**config.mk**
```make
export PLATFORM = sky130hd
export DESIGN_NAME = request_unit_flat
export DESIGN_NICKNAME = d
export VERILOG_FILES = /design/src/rtl/request_unit_if.sv /design/src/rtl/request_unit.sv /design/src/flat_wrapper.sv
export SDC_FILE = /design/constraint.sdc
export NUM_CORES = 1
export LEC_CHECK = 0
export CAP_MARGIN = 20
export CORE_UTILIZATION = 48
export CTS_BUF_LIST = sky130_fd_sc_hd__clkbuf_2
export DETAILED_ROUTE_END_ITERATION = 12
export GPL_ROUTABILITY_DRIVEN = 0
export PLACE_DENSITY = 0.79
export SLEW_MARGIN = 0
export SYNTH_ARGS = -nofsm -noshare
export SYNTH_HDL_FRONTEND = slang
export SYNTH_SLANG_ARGS = --single-unit
```
**constraint.sdc**
```tcl
create_clock -name CLK -period 2 [get_ports CLK]
set_input_delay 0.4 -clock CLK [delete_from_list [all_inputs] [get_ports CLK]]
set_output_delay 0.4 -clock CLK [all_outputs]
set_load 0.1 [all_outputs]
```
**src/rtl/request_unit_if.sv**
```systemverilog
// Request/response bundle between the request sequencer, the control unit and the memory ports.
interface request_unit_if #(
    parameter int CNT_W = 32
);
    logic             ihit;
    logic             dhit;
    logic             dren_in;
    logic             dwen_in;
    logic             halt_in;
    logic             imemREN;
    logic             dmemREN;
    logic             dmemWEN;
    logic             pcEN;
    logic             halt;
    logic             err_timeout;
    logic             err_rw;
    logic [CNT_W-1:0] retired;
    logic [CNT_W-1:0] stalls;

    // Sequencer side: issues memory requests, consumes hits and decode strobes.
    modport master (
        input  ihit, dhit, dren_in, dwen_in, halt_in,
        output imemREN, dmemREN, dmemWEN, pcEN, halt, err_timeout, err_rw, retired, stalls
    );

    // Environment side: memory and control unit.
    modport slave (
        output ihit, dhit, dren_in, dwen_in, halt_in,
        input  imemREN, dmemREN, dmemWEN, pcEN, halt, err_timeout, err_rw, retired, stalls
    );
endinterface

```
**src/rtl/request_unit.sv**
```systemverilog
// Memory request sequencer: fetch, optional single data access, halt latch, data-access
// watchdog, and retired/stall counters.
module request_unit #(
    parameter int TIMEOUT = 64,
    parameter int CNT_W   = 32
) (
    input logic            CLK,
    input logic            RST,
    request_unit_if.master bus
);
    // Watchdog is wide enough to hold TIMEOUT and saturates there.
    localparam int WD_W = $clog2(TIMEOUT + 1);
    localparam logic [WD_W-1:0] WD_MAX = WD_W'(TIMEOUT);

    typedef enum logic [1:0] {StFetch, StData, StHalted} state_e;

    state_e           state_q, state_d;
    logic             rd_q, rd_d;
    logic             wr_q, wr_d;
    logic [WD_W-1:0]  wd_q, wd_d;
    logic             halt_q, halt_d;
    logic             err_to_q, err_to_d;
    logic             err_rw_q, err_rw_d;
    logic [CNT_W-1:0] retired_q, retired_d;
    logic [CNT_W-1:0] stalls_q, stalls_d;
    logic             pc_en;

    // Next-state, request latches, sticky flags, counters and the PC strobe.
    always_comb begin
        state_d   = state_q;
        rd_d      = rd_q;
        wr_d      = wr_q;
        wd_d      = wd_q;
        halt_d    = halt_q;
        err_to_d  = err_to_q;
        err_rw_d  = err_rw_q;
        retired_d = retired_q;
        stalls_d  = stalls_q;
        pc_en     = 1'b0;

        unique case (state_q)
            StFetch: begin
                if (bus.ihit) begin
                    if (bus.halt_in) begin
                        // Halt wins over any data request decoded with it.
                        state_d = StHalted;
                        halt_d  = 1'b1;
                    end else if (bus.dren_in || bus.dwen_in) begin
                        state_d = StData;
                        rd_d    = bus.dren_in & ~bus.dwen_in;
                        wr_d    = bus.dwen_in;
                        wd_d    = '0;
                        if (bus.dren_in && bus.dwen_in) begin
                            err_rw_d = 1'b1;
                        end
                    end else begin
                        pc_en = 1'b1;
                    end
                end
            end
            StData: begin
                if (bus.dhit) begin
                    pc_en   = 1'b1;
                    rd_d    = 1'b0;
                    wr_d    = 1'b0;
                    state_d = StFetch;
                end else if (wd_q != WD_MAX) begin
                    wd_d = wd_q + 1'b1;
                    if (wd_d == WD_MAX) begin
                        err_to_d = 1'b1;
                    end
                end
            end
            StHalted: begin
                state_d = StHalted;
            end
            default: begin
                state_d = StFetch;
            end
        endcase

        // Counters freeze once halted.
        if (state_q != StHalted) begin
            if (pc_en) begin
                retired_d = retired_q + 1'b1;
            end else begin
                stalls_d = stalls_q + 1'b1;
            end
        end
    end

    // State and latch registers with synchronous reset.
    always_ff @(posedge CLK) begin
        if (RST) begin
            state_q   <= StFetch;
            rd_q      <= 1'b0;
            wr_q      <= 1'b0;
            wd_q      <= '0;
            halt_q    <= 1'b0;
            err_to_q  <= 1'b0;
            err_rw_q  <= 1'b0;
            retired_q <= '0;
            stalls_q  <= '0;
        end else begin
            state_q   <= state_d;
            rd_q      <= rd_d;
            wr_q      <= wr_d;
            wd_q      <= wd_d;
            halt_q    <= halt_d;
            err_to_q  <= err_to_d;
            err_rw_q  <= err_rw_d;
            retired_q <= retired_d;
            stalls_q  <= stalls_d;
        end
    end

    // Memory enables come only from registered state; pcEN is the one combinational output.
    assign bus.imemREN     = (state_q == StFetch);
    assign bus.dmemREN     = (state_q == StData) & rd_q;
    assign bus.dmemWEN     = (state_q == StData) & wr_q;
    assign bus.pcEN        = pc_en;
    assign bus.halt        = halt_q;
    assign bus.err_timeout = err_to_q;
    assign bus.err_rw      = err_rw_q;
    assign bus.retired     = retired_q;
    assign bus.stalls      = stalls_q;
endmodule

```
**src/flat_wrapper.sv**
```systemverilog
// flat-port wrapper written by rule: the top's interface ports become plain ports
module request_unit_flat 
#(
    parameter int TIMEOUT = 64,
    parameter int CNT_W   = 32
)
  (CLK, RST, bus_ihit, bus_dhit, bus_dren_in, bus_dwen_in, bus_halt_in, bus_imemREN, bus_dmemREN, bus_dmemWEN, bus_pcEN, bus_halt, bus_err_timeout, bus_err_rw, bus_retired, bus_stalls);
  request_unit_if #(.CNT_W(CNT_W)) bus_i ();
  input logic CLK;
  input logic RST;
  input wire logic [$bits(bus_i.ihit)-1:0] bus_ihit;
  input wire logic [$bits(bus_i.dhit)-1:0] bus_dhit;
  input wire logic [$bits(bus_i.dren_in)-1:0] bus_dren_in;
  input wire logic [$bits(bus_i.dwen_in)-1:0] bus_dwen_in;
  input wire logic [$bits(bus_i.halt_in)-1:0] bus_halt_in;
  output wire logic [$bits(bus_i.imemREN)-1:0] bus_imemREN;
  output wire logic [$bits(bus_i.dmemREN)-1:0] bus_dmemREN;
  output wire logic [$bits(bus_i.dmemWEN)-1:0] bus_dmemWEN;
  output wire logic [$bits(bus_i.pcEN)-1:0] bus_pcEN;
  output wire logic [$bits(bus_i.halt)-1:0] bus_halt;
  output wire logic [$bits(bus_i.err_timeout)-1:0] bus_err_timeout;
  output wire logic [$bits(bus_i.err_rw)-1:0] bus_err_rw;
  output wire logic [$bits(bus_i.retired)-1:0] bus_retired;
  output wire logic [$bits(bus_i.stalls)-1:0] bus_stalls;
  assign bus_i.ihit = bus_ihit;
  assign bus_i.dhit = bus_dhit;
  assign bus_i.dren_in = bus_dren_in;
  assign bus_i.dwen_in = bus_dwen_in;
  assign bus_i.halt_in = bus_halt_in;
  assign bus_imemREN = bus_i.imemREN;
  assign bus_dmemREN = bus_i.dmemREN;
  assign bus_dmemWEN = bus_i.dmemWEN;
  assign bus_pcEN = bus_i.pcEN;
  assign bus_halt = bus_i.halt;
  assign bus_err_timeout = bus_i.err_timeout;
  assign bus_err_rw = bus_i.err_rw;
  assign bus_retired = bus_i.retired;
  assign bus_stalls = bus_i.stalls;
  request_unit #(.TIMEOUT(TIMEOUT), .CNT_W(CNT_W)) u_core (.CLK(CLK), .RST(RST), .bus(bus_i));
endmodule
```
==> results.tsv, run 1 <==
stage	metric	value	unit
route	routedWlPerCell	14.88	um
min_path	hold_path_startpoint	RST	
synthesis	synthDominantCellAreaShare	0.4066	
sta	post-route-period-util	1.182	
power	total_leakage_power	2.121	nW
synthesis	synth_warnings	0	
sta	timing_hold_violations_final	0	
layout	layout.nets	584	
route	vias	3871	
synthesis	dominantRegCellSynth	dfxtp_1	
sta	finalMaxSlewViolations	0	
sta	rsz0062_at_grt	yes	
worst_setup_path	max_stage_delay	0.52	ns
place	dp.cells	651	
synthesis	yosysUniqueCellTypes	49	
sta	timing.final.setup_violations	40	
place	port_buffers	77	
floorplan	fp.dieW	91.44	um
clocking	cts.root.buffer_cell	clkbuf_2	
floorplan	chipHeight	91.44	um
route	first_pass_iters	4	
power	comb_power_share	0.121	
synthesis	synth_top_cell_by_area	dfxtp_1	
clocking	clk-insertion-delay-late	0.54	ns
clocking	tritoncts	yes	
worst_setup_path	cp_data_arrival_time	1.96	ns
clocking	clk_pin_slew	0.25	ns
place	post-dp-hpwl	6972	um
worst_setup_path	critical_path_buf_inv_count	2	
layout	number_of_standard_cells_in_the_layout_taps_in_and_fillers_out	679	
floorplan	coreArea	0.007727	sq mm
synthesis	synth_common_cells	78 x dfxtp_1, 48 x nor2_1, 33 x a21oi_1, 26 x xor2_1, 25 x nand3_1	
clocking	cts_hold_repair.buffers	0	
power	max-vdd-ir-drop	0.3057	mV
layout	antennaDiodeCount	0	
power	pwr-share-clk	0.363	
min_path	holdPathStages	2	
route	totalWireLength	10100	um
worst_setup_path	rr_endpoint	u_core.bus.retired[26]	
sta	layout_setup_ws	-0.3650	ns
synthesis	yosysMostFrequentCell	dfxtp_1	
power	power-per-cell-area	561.6	mW/mm^2
power	net-switching-power	0.8366	mW
synthesis	synth_area_leaders	dfxtp_1 41%, xor2_1 5.9%, nor2_1 4.7%, a21oi_1 4.3%, nand4_1 3.6%	
route	initial_detailed_routing_violation_count	153	
worst_setup_path	timing_worst_setup_path_type	flip-flop to output port	
run	max_cap_viol_count	0	
worst_setup_path	worst_setup_path_start_kind	flip-flop	
route	antenna_left	0	
route	avgViaCountPerCell	5.701	
grt	number_of_global_route_vias_before_repair	3533	
worst_setup_path	cp_cell_sequence	or4b_4 -> buf_6 -> o21ai_4 -> buf_12	
sta	maxClockFrequency	422.8	MHz
layout	drive_gt1_frac	0.4246	
grt	antenna_found_initial	0	
grt	gr-usage-all-layers	0.2388	
power	power.sequential.fraction	0.516	
synthesis	syn-num-nets	462	
route	drt_drc_violations_left	0	
outcome	violated_checks	negative setup slack	
layout	synthToLayoutAreaGrowth	41.48	%
worst_setup_path	critical_path.top_delay_family	simple AND/OR/NAND/NOR gates	
synthesis	count_of_flip_flops_with_a_built_in_enable_after_synthesis	0	
worst_setup_path	timing.critical_path.fanout_max	2	
sta	slew_headroom	0.6074	
worst_setup_path	end_kind	output port	
power	sw_frac_of_total	0.2742	
synthesis	syn-mean-instance-area	8.533	sq um
floorplan	ios	78	
power	p_int	2.214	mW
grt	grt_start_max_net_pins	32	
worst_setup_path	worstPathRequired	1.60	ns
clocking	tritoncts_num_sinks	78	
worst_setup_path	register_to_register_path_depth	8	
sta	worst-slew-pin-transition	0.5889	ns
floorplan	fp-row-count	32	
grt	grt-ovfl-total	0	
synthesis	syn-cell-area	0.003840	sq mm
worst_setup_path	timing.rr.start	u_core.state_q[1]	
clocking	ctsLongestPathBuffers	2	
clocking	h-tree-depth	3	
floorplan	die_area	0.008361	sq mm
synthesis	synth_cells	450	
sta	period_minus_slack	2.365	ns
worst_setup_path	r2r_slack	-0.20	ns
clocking	cts-buffers-inserted	9	
sta	skew	0.04028	ns
synthesis	synth.yosys.seq_area_share	0.4066	
worst_setup_path	timing.critical_path.slowest_stage_cell	or4b_4	
outcome	status	complete, but fails checks	
synthesis	synth_async_sr_flop_share	0	
min_path	whs_endpoint	u_core.bus.retired[14]	
floorplan	initial_util	0.4969	
grt	grt_pass1_wl	16380	um
min_path	timing.hold.worst.class	input port to flip-flop	
sta	timing.hold.ws	0.3130	ns
synthesis	synth-seq-cells	78	
[worst max-delay path by stage]
stage	from	end	slack, ns	cells past startpoint
final	u_core.state_q[1]	bus_pcEN	-0.36	4
after global placement	bus_halt_in	u_core.bus.retired[26]	-0.40	7
after floorplan	bus_halt_in	u_core.bus.retired[3]	-0.08	5
after detailed placement	bus_halt_in	u_core.bus.retired[31]	-0.49	8
after global routing	u_core.state_q[1]	bus_pcEN	-0.40	4
after CTS	u_core.state_q[1]	bus_pcEN	-0.37	4
[layout make-up]
cell class              instances  area [sq um]
multi-input cells             335          2266
clock buffers                   9         45.04
inverters                      14         55.05
well taps                     102         127.6
fillers                       588          2295
flip-flops and latches         78          1687
repair buffers                134          1140
clock inverters                 7         112.6
[layout by cell type, fill, tap and decap left out, types with 5 or more instances in the layout]
cell type        count
a21oi_1             29
and2_1               6
and3_1              14
and4_1               8
buf_12               6
buf_4              111
buf_6                9
clkbuf_2             9
clkdlybuf4s50_1      5
dfxtp_1             20
dfxtp_2             37
dfxtp_4             21
ha_1                 5
inv_1               13
nand2_1             24
nand3_1             19
nand4_1             22
nor2_1              46
nor4_1               5
o21ai_0             12
o31ai_1             13
or3_1               10
or4_1                9
xnor2_1              9
xor2_1              26
[power by group through the flow]
stage / logic [mW] / clock network [mW] / registers (mW)
final: 0.370 / 1.11 / 1.57
after detailed placement: 0.331 / 0 / 1.61
after global placement: 0.326 / 0 / 1.61
after global routing: 0.391 / 1.18 / 1.58
after floorplan: 0.131 / 0 / 1.70
after CTS: 0.351 / 1.12 / 1.57
[timing repair]
action / 4_1_cts / 5_1_grt
endpoints found under the setup margin: 5 / 33
setup buffers: 6 / 7
pin swaps: 8 / 18
gates resized for setup: 18 / 38
[worst reg2reg max path: stages (launching register included)]
cell and delay (ns):
dfxtp_2 0.37, or4b_4 0.52, buf_4 0.15, buf_6 0.11
o22ai_2 0.09, buf_6 0.14, nand4_1 0.23, or3_4 0.41
a21oi_2 0.13
[sequential cells by signal (all words and copies together), names as in the netlist]
register                cells
u_core.bus.err_rw           1
u_core.bus.retired         32
u_core.bus.stalls          32
u_core.wr_q                 1
u_core.rd_q                 1
u_core.bus.halt             1
u_core.bus.err_timeout      1
u_core.state_q              2
u_core.wd_q                 7
[kinds of logic (layout without fill, tap and decap cells)]
kind of cell    after synthesis  count (layout)  share of synthesized area
buf+inv                      37             164                    0.04496
fa+ha+maj                     5               5                    0.01629
simple gates                207             207                     0.3066
flops                        78              78                     0.4066
mux                           3               3                   0.008146
compound gates               84              84                     0.1352
xor+xnor                     36              36                    0.08211
[layer usage]
layer | part of all wire | wire (um) | global-route usage
met1 | 0.44 | 4412 | 0.3086
met2 | 0.48 | 4863 | 0.4004
met3 | 0.060 | 603 | 0.03518
met4 | 0.022 | 225 | 0.09127
met5 | 0 | 0 | 0
[per-stage QoR]
| step | setup TNS [ns] | worst slack (ns) | power [mW] | cell area, sq um | utilization |
|---|---|---|---|---|---|
| final | -3.678 | -0.3650 | 3.051 | 5433 | 0.7030 |
| after global routing | -6.343 | -0.4038 | 3.154 | 5433 | 0.7030 |
| after CTS | -0.6828 | -0.3739 | 3.041 | 5245 | 0.6788 |
| after detailed placement | -22.53 | -0.4900 | 1.937 | 4985 | 0.6451 |
| after global placement | -19.31 | -0.3988 | 1.932 | 4985 | 0.6451 |
| after floorplan | -0.1183 | -0.07985 | 1.828 | 3976 | - |
Note: power is estimated with default switching activity, not from simulation.
==> inputs of run 2 (changes only) <==
Settings changed: CORE_ASPECT_RATIO set to 2.
==> run 2 against run 1 <==
The flow still finishes with violations (negative setup slack). Non-clock buffer count fell by 12. Via count fell by 1.1%. Clock-buffer cell count rose by 1. Final cell count shrank 2.9%. Highest routed layer unchanged. First-iteration DRC count is 14% higher. Die area rose by 0.26%. Cell area shrank 4.6%. Largest power group unchanged.
==> results.tsv, run 2 (synthesis gave the netlist of run 1 again) <==
stage	metric	value	unit
outcome	status	complete, but fails checks	
outcome	violated_checks	negative setup slack	
clocking	clk-insertion-delay-late	0.54	ns
route	dr.max_layer_used	met4	
floorplan	coreArea	0.007657	sq mm
grt	number_of_global_route_vias_before_repair	3627	
route	routedWlPerCell	15.64	um
sta	timing.final.setup_violations	33	
layout	most-common-layout-cells	103 x buf_4, 46 x nor2_1, 37 x dfxtp_2	
sta	finalMaxSlewViolations	0	
power	max-vdd-ir-drop	0.4695	mV
clocking	tritoncts	yes	
worst_setup_path	cp_data_arrival_time	1.85	ns
clocking	tritoncts_num_sinks	78	
place	port_buffers	77	
clocking	cts.root.buffer_cell	clkbuf_2	
route	initial_detailed_routing_violation_count	174	
worst_setup_path	worst_setup_path_start_kind	input port	
layout	layout.cells.most_common	buf_4	
worst_setup_path	register_to_register_path_depth	7	
layout	synthToLayoutAreaGrowth	35.03	%
sta	worst-slew-pin-transition	0.4690	ns
min_path	timing.hold.worst.class	input port to flip-flop	
worst_setup_path	worstPathRequired	1.60	ns
place	detailedPlace.worstSlack	-0.5281	ns
grt	grt-ovfl-total	0	
grt	gr-usage-all-layers	0.2493	
clocking	cts_hold_repair.buffers	0	
floorplan	fp.dieW	65.25	um
route	avgViaCountPerCell	5.812	
worst_setup_path	end_kind	output port	
sta	rsz0062_at_grt	yes	
route	wl_met1	3756	um
layout	layout.nets	572	
sta	skew	0.03317	ns
worst_setup_path	timing_worst_setup_path_type	input port to output port	
route	routed-wl-met3	422	um
layout	antennaDiodeCount	0	
worst_setup_path	max_stage_delay	0.58	ns
min_path	holdPathStages	2	
worst_setup_path	timing.critical_path.slowest_stage_cell	or4b_4	
place	placed_cell_area	0.004915	sq mm
sta	slew_headroom	0.6868	
sta	timing_hold_violations_final	0	
clocking	ctsLongestPathBuffers	2	
power	power-per-cell-area	526.5	mW/mm^2
sta	post-route-period-util	1.127	
clocking	h-tree-depth	3	
clocking	cts-buffers-inserted	9	
route	vias	3830	
sta	period_minus_slack	2.254	ns
place	post-dp-hpwl	7459	um
route	totalWireLength	10310	um
layout	drive_gt1_frac	0.3823	
route	drt_drc_violations_left	0	
run	max_cap_viol_count	0	
floorplan	chipHeight	128.5	um
route	met2RoutedLength	5604	um
route	first_pass_iters	4	
grt	grt_pass1_wl	16330	um
worst_setup_path	cp_cell_sequence	clkdlybuf4s50_1 -> or4b_4 -> o21ai_4 -> buf_12	
sta	timing.hold.ws	0.2389	ns
power	total_leakage_power	2.029	nW
layout	post-route-cell-area	0.005185	sq mm
floorplan	initial_util	0.5015	
route	antenna_left	0	
worst_setup_path	timing.critical_path.fanout_max	4	
grt	antenna_found_initial	0	
layout	fillers	626	
floorplan	die_area	0.008383	sq mm
clocking	clk_pin_slew	0.22	ns
floorplan	fp-row-count	45	
sta	layout_setup_ws	-0.2544	ns
sta	maxClockFrequency	443.6	MHz
grt	grt_start_max_net_pins	39	
floorplan	ios	78	
==> run 2: changes by cell type in the layout (fill, tap and decap cells not counted), sizes merged <==
cell    change
clkbuf      +1
bufinv      -2
clkinv      +1
buf        -12
==> run 2: through the flow <==
step / total power [mW] / TNS, ns / std cells / util
finish: 2.730 / -2.873 / 659 / 0.6771
global route: 2.845 / -5.852 / 659 / 0.6771
CTS: 2.742 / -0.4018 / 655 / 0.6645
detailed placement: 1.932 / -25.06 / 635 / 0.6418
global placement: 1.926 / -23.32 / 635 / 0.6418
floorplan: 1.828 / -0.1183 / 450 / -
==> run 2: what timing repair did <==
item | 4_1_cts | 5_1_grt
pin swaps | 4 | 16
setup buffers | 4 | 4
setup endpoints to repair | 7 | 35
gates resized for setup | 13 | 18
==> run 2: path summary, 6_finish.rpt <==
| path | slack, ns | startpoint | end |
|---|---|---|---|
| hold / removal | 0.24 | RST | u_core.bus.stalls[21] |
| setup / recovery | -0.25 | bus_halt_in | bus_pcEN |
| setup reg to reg | -0.18 | u_core.state_q[1] | u_core.bus.retired[30] |
| hold reg to reg | 0.47 | u_core.bus.err_timeout | u_core.bus.err_timeout |
==> run 2: cell type report <==
type / count / area [sq um] / share of cell area
multi-input combinational: 335 / 2187 / 0.4218
sequential: 78 / 1687 / 0.3253
timing repair buffer: 122 / 1036 / 0.1998
tap: 94 / 117.6 / 0.02268
inverter: 14 / 55.05 / 0.01062
clock inverter: 6 / 52.55 / 0.01014
clock buffer: 10 / 50.05 / 0.009653
==> run 2: metal layers <==
metal / vias up / track usage
met5: - / 0
met4: 0 / 0.1611
met3: 40 / 0.06117
met2: 116 / 0.4488
met1: 1817 / 0.2449
li1: 1857 / -
==> run 2: power breakdown <==
part	switching, mW	internal, mW	leakage (nW)	total (mW)
Clock	0.529	0.280	0.0705	0.810
Combinational	0.235	0.112	1.29	0.347
Sequential	0.0202	1.55	0.665	1.57
==> run 2: worst max-delay path: cells and delay by family <==
family | cells | cell delay (ns)
simple gates | 1 | 0.58
compound gates | 1 | 0.21
buf+inv | 2 | 0.66
==> edit 1: new RTL, settings of run 1 <==
Reset style: asynchronous (`RST`), changed in one clocked block. Comments in the files are not updated.
--- a/src/rtl/request_unit.sv
+++ b/src/rtl/request_unit.sv
@@ -91,5 +91,5 @@
 
     // State and latch registers with synchronous reset.
-    always_ff @(posedge CLK) begin
+    always_ff @(posedge CLK or posedge RST) begin
         if (RST) begin
             state_q   <= StFetch;
Function: differs if RST is asserted again (counterexample within 4 cycles, from zero or initial values and one cycle with RST high); with RST held inactive, the same outputs for 10 cycles.
==> edit 1 against run 1 <==
Setup slack better by 0.031 ns. The flow still finishes with violations (negative setup slack). Count of clock-buffer cells in the layout is 1 higher. Sequential cell count is the same. Area after synthesis fell by 4.8%. First-iteration DRC count is 42% lower. Sequential share of layout area is 8.2 points higher. Wire length decreased by 15%. Non-clock buffer count is 17 lower. Cell area is 3.3% lower. Via count is 22% lower. Largest cell class is now flip-flops and latches. Die area is 4.6% lower.
Power is not compared: it rests on default switching activity, and its combinational part moved more than twofold at a synthesized area within 25%.
==> edit 1: results (changes against run 1) <==
status complete, but fails checks (unchanged); failing checks negative setup slack (unchanged); PnR Total Power approximately 5 mW; via/cell ratio 5.373 (was 5.701); DPL Wire Length 5802 µm (was 6972 µm); arrival time worst endpoint 1.93 ns (was 1.96 ns); WL met1 3926 µm (was 4412 µm); ranking of synthesized cells by area dfrtp_1, xnor2_1, xor2_1 (was dfxtp_1, xor2_1, nor2_1); Crit-path slowest cell or4b_4 (unchanged); post-placement cell count 533 (was 651); Setup-failing EPs final 20 (was 40); FF-to-FF Start u_core.state_q[0] (was u_core.state_q[1]); cells after synthesis 332 (was 450); count of cell types in the netlist 44 (was 49); Synth Area in XOR/XNOR 0.1533 (was 0.08211); # Post-CTS Setup Buffers 4 (was 6); mux cell area share after synthesis 0.009237 (was 0.008146); Area after DPL 0.004865 mm² (was 0.004985 mm²); ant diodes 0 (unchanged); CP Max Fanout 3 (was 2); vias in the first global route 2887 (was 3533); vias 3009 (was 3871); first-pass GRT wire length 13460 µm (was 16380 µm); met1 usage 0.3022 (was 0.3086); GR Util met3 0.05078 (was 0.03518); met3 WL 337 µm (was 603 µm); final worst slack -0.3339 ns (was -0.3650 ns); biggest cell delay along the critical path 0.54 ns (was 0.52 ns); worst setup path startpoint u_core.state_q[1] (unchanged); largest net degree at the start of global routing 79 (was 32); reg2reg end u_core.bus.stalls[29] (was u_core.bus.retired[26]); sequential area share after synthesis 0.5337 (was 0.4066); reg2reg setup slack -0.06 ns (was -0.20 ns); Global Route Usage Sum 0.2215 (was 0.2388); Clock Skews 0.03686 ns (was 0.04028 ns); Fillers 533 (was 588); share of post-route cells with drive strength above 1 0.4685 (was 0.4246); Clock transition at path regs 0.21 ns (was 0.25 ns); Hold Slack 0.3161 ns (was 0.3130 ns); Post-Synth Adder-Cell Area 0.01711 (was 0.01629); Post-synth top cells dfrtp_1, xnor2_1, nand2_1 (was dfxtp_1, nor2_1, a21oi_1); Setup WS pre-CTS -0.6381 ns (was -0.4900 ns); fraction of registers with async set/reset 1.000 (was 0); Rel. slew slack 0.5515 (was 0.6074); antenna violations before repair 0 (unchanged); Post-Layout Inst Area 0.005251 mm² (was 0.005433 mm²); fin nets 468 (was 584); worst min-delay path class in -> async (was in -> reg); Resized Gates After CTS 15 (was 18); setup tns final -1.197 ns (was -3.678 ns); WL/cell 15.28 µm (was 14.88 µm); met2 GRT Util 0.3622 (was 0.4004); syn nets 344 (was 462); Worst-Skew Late Latency 0.52 ns (was 0.54 ns); Synth Area in Compound Gates 0.05542 (was 0.1352); First DRT Iteration DRCs 88 (was 153); WL met2 4236 µm (was 4863 µm)
edit 1: changes by cell type after synthesis, moves of 6 or more:
cell      before  now
o21ai_0       17    5
nor2_1        48   22
inv_1         14    6
clkbuf_1      15    4
or3_1         13    2
xor2_1        26   20
dfrtp_1        0   78
o31ai_1       13    3
xnor2_1       10   44
a21oi_1       33    3
or4_1         13    0
dfxtp_1       78    0
edit 1: how the worst max path moves through the flow:
stage / end / slack (ns) / cells after the start
floorplan: u_core.bus.retired[14] / -0.06 / 6
global placement: u_core.bus.stalls[31] / -0.56 / 6
detailed placement: u_core.bus.stalls[27] / -0.64 / 6
CTS: bus_pcEN / -0.37 / 4
global route: bus_pcEN / -0.42 / 4
finish: bus_pcEN / -0.33 / 4
edit 1: cell type report:
type                            count  share of cell area
Multi-Input combinational cell    244              0.3533
Sequential cell                    78              0.3922
Tap cell                           99             0.02359
Inverter                            6            0.005004
Clock inverter                      6             0.01644
Timing Repair Buffer              117              0.1999
Clock buffer                       10            0.009531
==> edit 2: new RTL, config.mk and constraints of run 1 <==
Made on the original files. `CNT_W` is set to 32 in 3 places; all go to 16.
--- a/src/rtl/request_unit_if.sv
+++ b/src/rtl/request_unit_if.sv
@@ -1,5 +1,5 @@
 // Request/response bundle between the request sequencer, the control unit and the memory ports.
 interface request_unit_if #(
-    parameter int CNT_W = 32
+    parameter int CNT_W = 16
 );
     logic             ihit;
--- a/src/rtl/request_unit.sv
+++ b/src/rtl/request_unit.sv
@@ -3,5 +3,5 @@
 module request_unit #(
     parameter int TIMEOUT = 64,
-    parameter int CNT_W   = 32
+    parameter int CNT_W   = 16
 ) (
     input logic            CLK,
--- a/src/flat_wrapper.sv
+++ b/src/flat_wrapper.sv
@@ -3,5 +3,5 @@
 #(
     parameter int TIMEOUT = 64,
-    parameter int CNT_W   = 32
+    parameter int CNT_W   = 16
 )
   (CLK, RST, bus_ihit, bus_dhit, bus_dren_in, bus_dwen_in, bus_halt_in, bus_imemREN, bus_dmemREN, bus_dmemWEN, bus_pcEN, bus_halt, bus_err_timeout, bus_err_rw, bus_retired, bus_stalls);
Interface: changed (resized bus_retired and bus_stalls); port bits go from 78 to 46. No check against the original RTL was run, so the function may have changed too.
==> edit 2 against run 1 <==
The flow still finishes with violations (negative setup slack). Sequential cell count decreased by 32. Cell area decreased by 41%. Combinational power fell by 4%. Area after synthesis shrank 38%. Setup slack improved by 0.35 ns. Total power fell by 40%. Wire length is 46% lower. Via count shrank 40%. Highest routed layer unchanged.
==> edit 2: results (changes against run 1) <==
GR Util met3 0.03889 (was 0.03518); mux cell area share after synthesis 0.02212 (was 0.008146); setup tns final -0.01727 ns (was -3.678 ns); met1 usage 0.2755 (was 0.3086); Fillers 408 (was 588); failing checks negative setup slack (unchanged); R2R cell count 6 (was 8); WL met1 2789 µm (was 4412 µm); hold endpoint u_core.state_q[0] (was u_core.bus.retired[14]); status complete, but fails checks (unchanged); CP Max Fanout 4 (was 2); H-tree Lvls 2 (was 3); Cell Count, Final, Fillers Out 416 (was 679); Avg Inst Size Synth 8.486 µm² (was 8.533 µm²); largest net degree at the start of global routing 51 (was 32); sequential area share after synthesis 0.3876 (was 0.4066); syn nets 292 (was 462); Area after DPL 0.003050 mm² (was 0.004985 mm²); cts bufs inserted 5 (was 9); static leakage 1.180 nW (was 2.121 nW); Setup-failing EPs final 1 (was 40); count of cell types in the netlist 48 (was 49); final worst slack -0.01727 ns (was -0.3650 ns); Port-buffer cells 45 (was 77); reg2reg end u_core.bus.stalls[7] (was u_core.bus.retired[26]); post-placement cell count 402 (was 651); reg2reg setup slack 0 ns (was -0.20 ns); Peak VDD IR 421.6 µV (was 305.7 µV)
## edit 2: cell count changes after synthesis, sizes merged, moves of 6 or more
cell   change
xor2      -25
nor2      -35
nand2      -7
dfxtp     -32
and2       -7
nand4     -19
and4       -6
and3      -11
xnor2      -6
nand3     -13
## edit 2: worst max-delay path by stage
stage	start	end	slack [ns]	cells after the start
after detailed placement	bus_halt_in	u_core.bus.retired[11]	-0.42	6
after CTS	u_core.state_q[1]	bus_pcEN	-0.04	5
after global routing	u_core.state_q[1]	bus_pcEN	-0.09	5
after global placement	bus_dhit	u_core.bus.stalls[13]	-0.34	5
final	u_core.state_q[1]	bus_pcEN	-0.02	5
after floorplan	u_core.bus.retired[3]	u_core.bus.retired[15]	-0.09	5
## edit 2: cell families after synthesis
group / Yosys count
buffers and inverters: 29
AND/OR/NAND/NOR: 107
multiplexers: 5
XOR/XNOR: 5
flip-flops: 46
AO/OA/AOI/OAI: 83
adder cells (fa/ha/maj): 5
## edit 2: worst max-delay path: stages (launching register included)
cell	delay (ns)
dfxtp_4	0.43
and3b_4	0.21
buf_6	0.11
a21oi_4	0.15
clkinvlp_4	0.13
buf_12	0.17
## edit 2: timing repair
action / in CTS / in global routing
buffers inserted: 3 / 3
endpoints found under the setup margin: 3 / 15
pin swaps: 2 / 3
gates resized for setup: 8 / 11
hold buffers: 0 / 0
## edit 2: report_power, final
group	switching, mW	leakage (nW)	total (mW)	internal, mW
Combinational	0.225	0.756	0.354	0.129
Sequential	0.0203	0.384	0.958	0.938
Clock	0.316	0.0392	0.532	0.216
## edit 2: layout make-up
class,instances,share of cell area
Inverter,10,0.01283
Timing Repair Buffer,80,0.2145
Clock buffer,6,0.009328
Clock inverter,2,0.01166
Multi-Input combinational cell,205,0.4283
Sequential cell,46,0.2973
Tap cell,67,0.02604
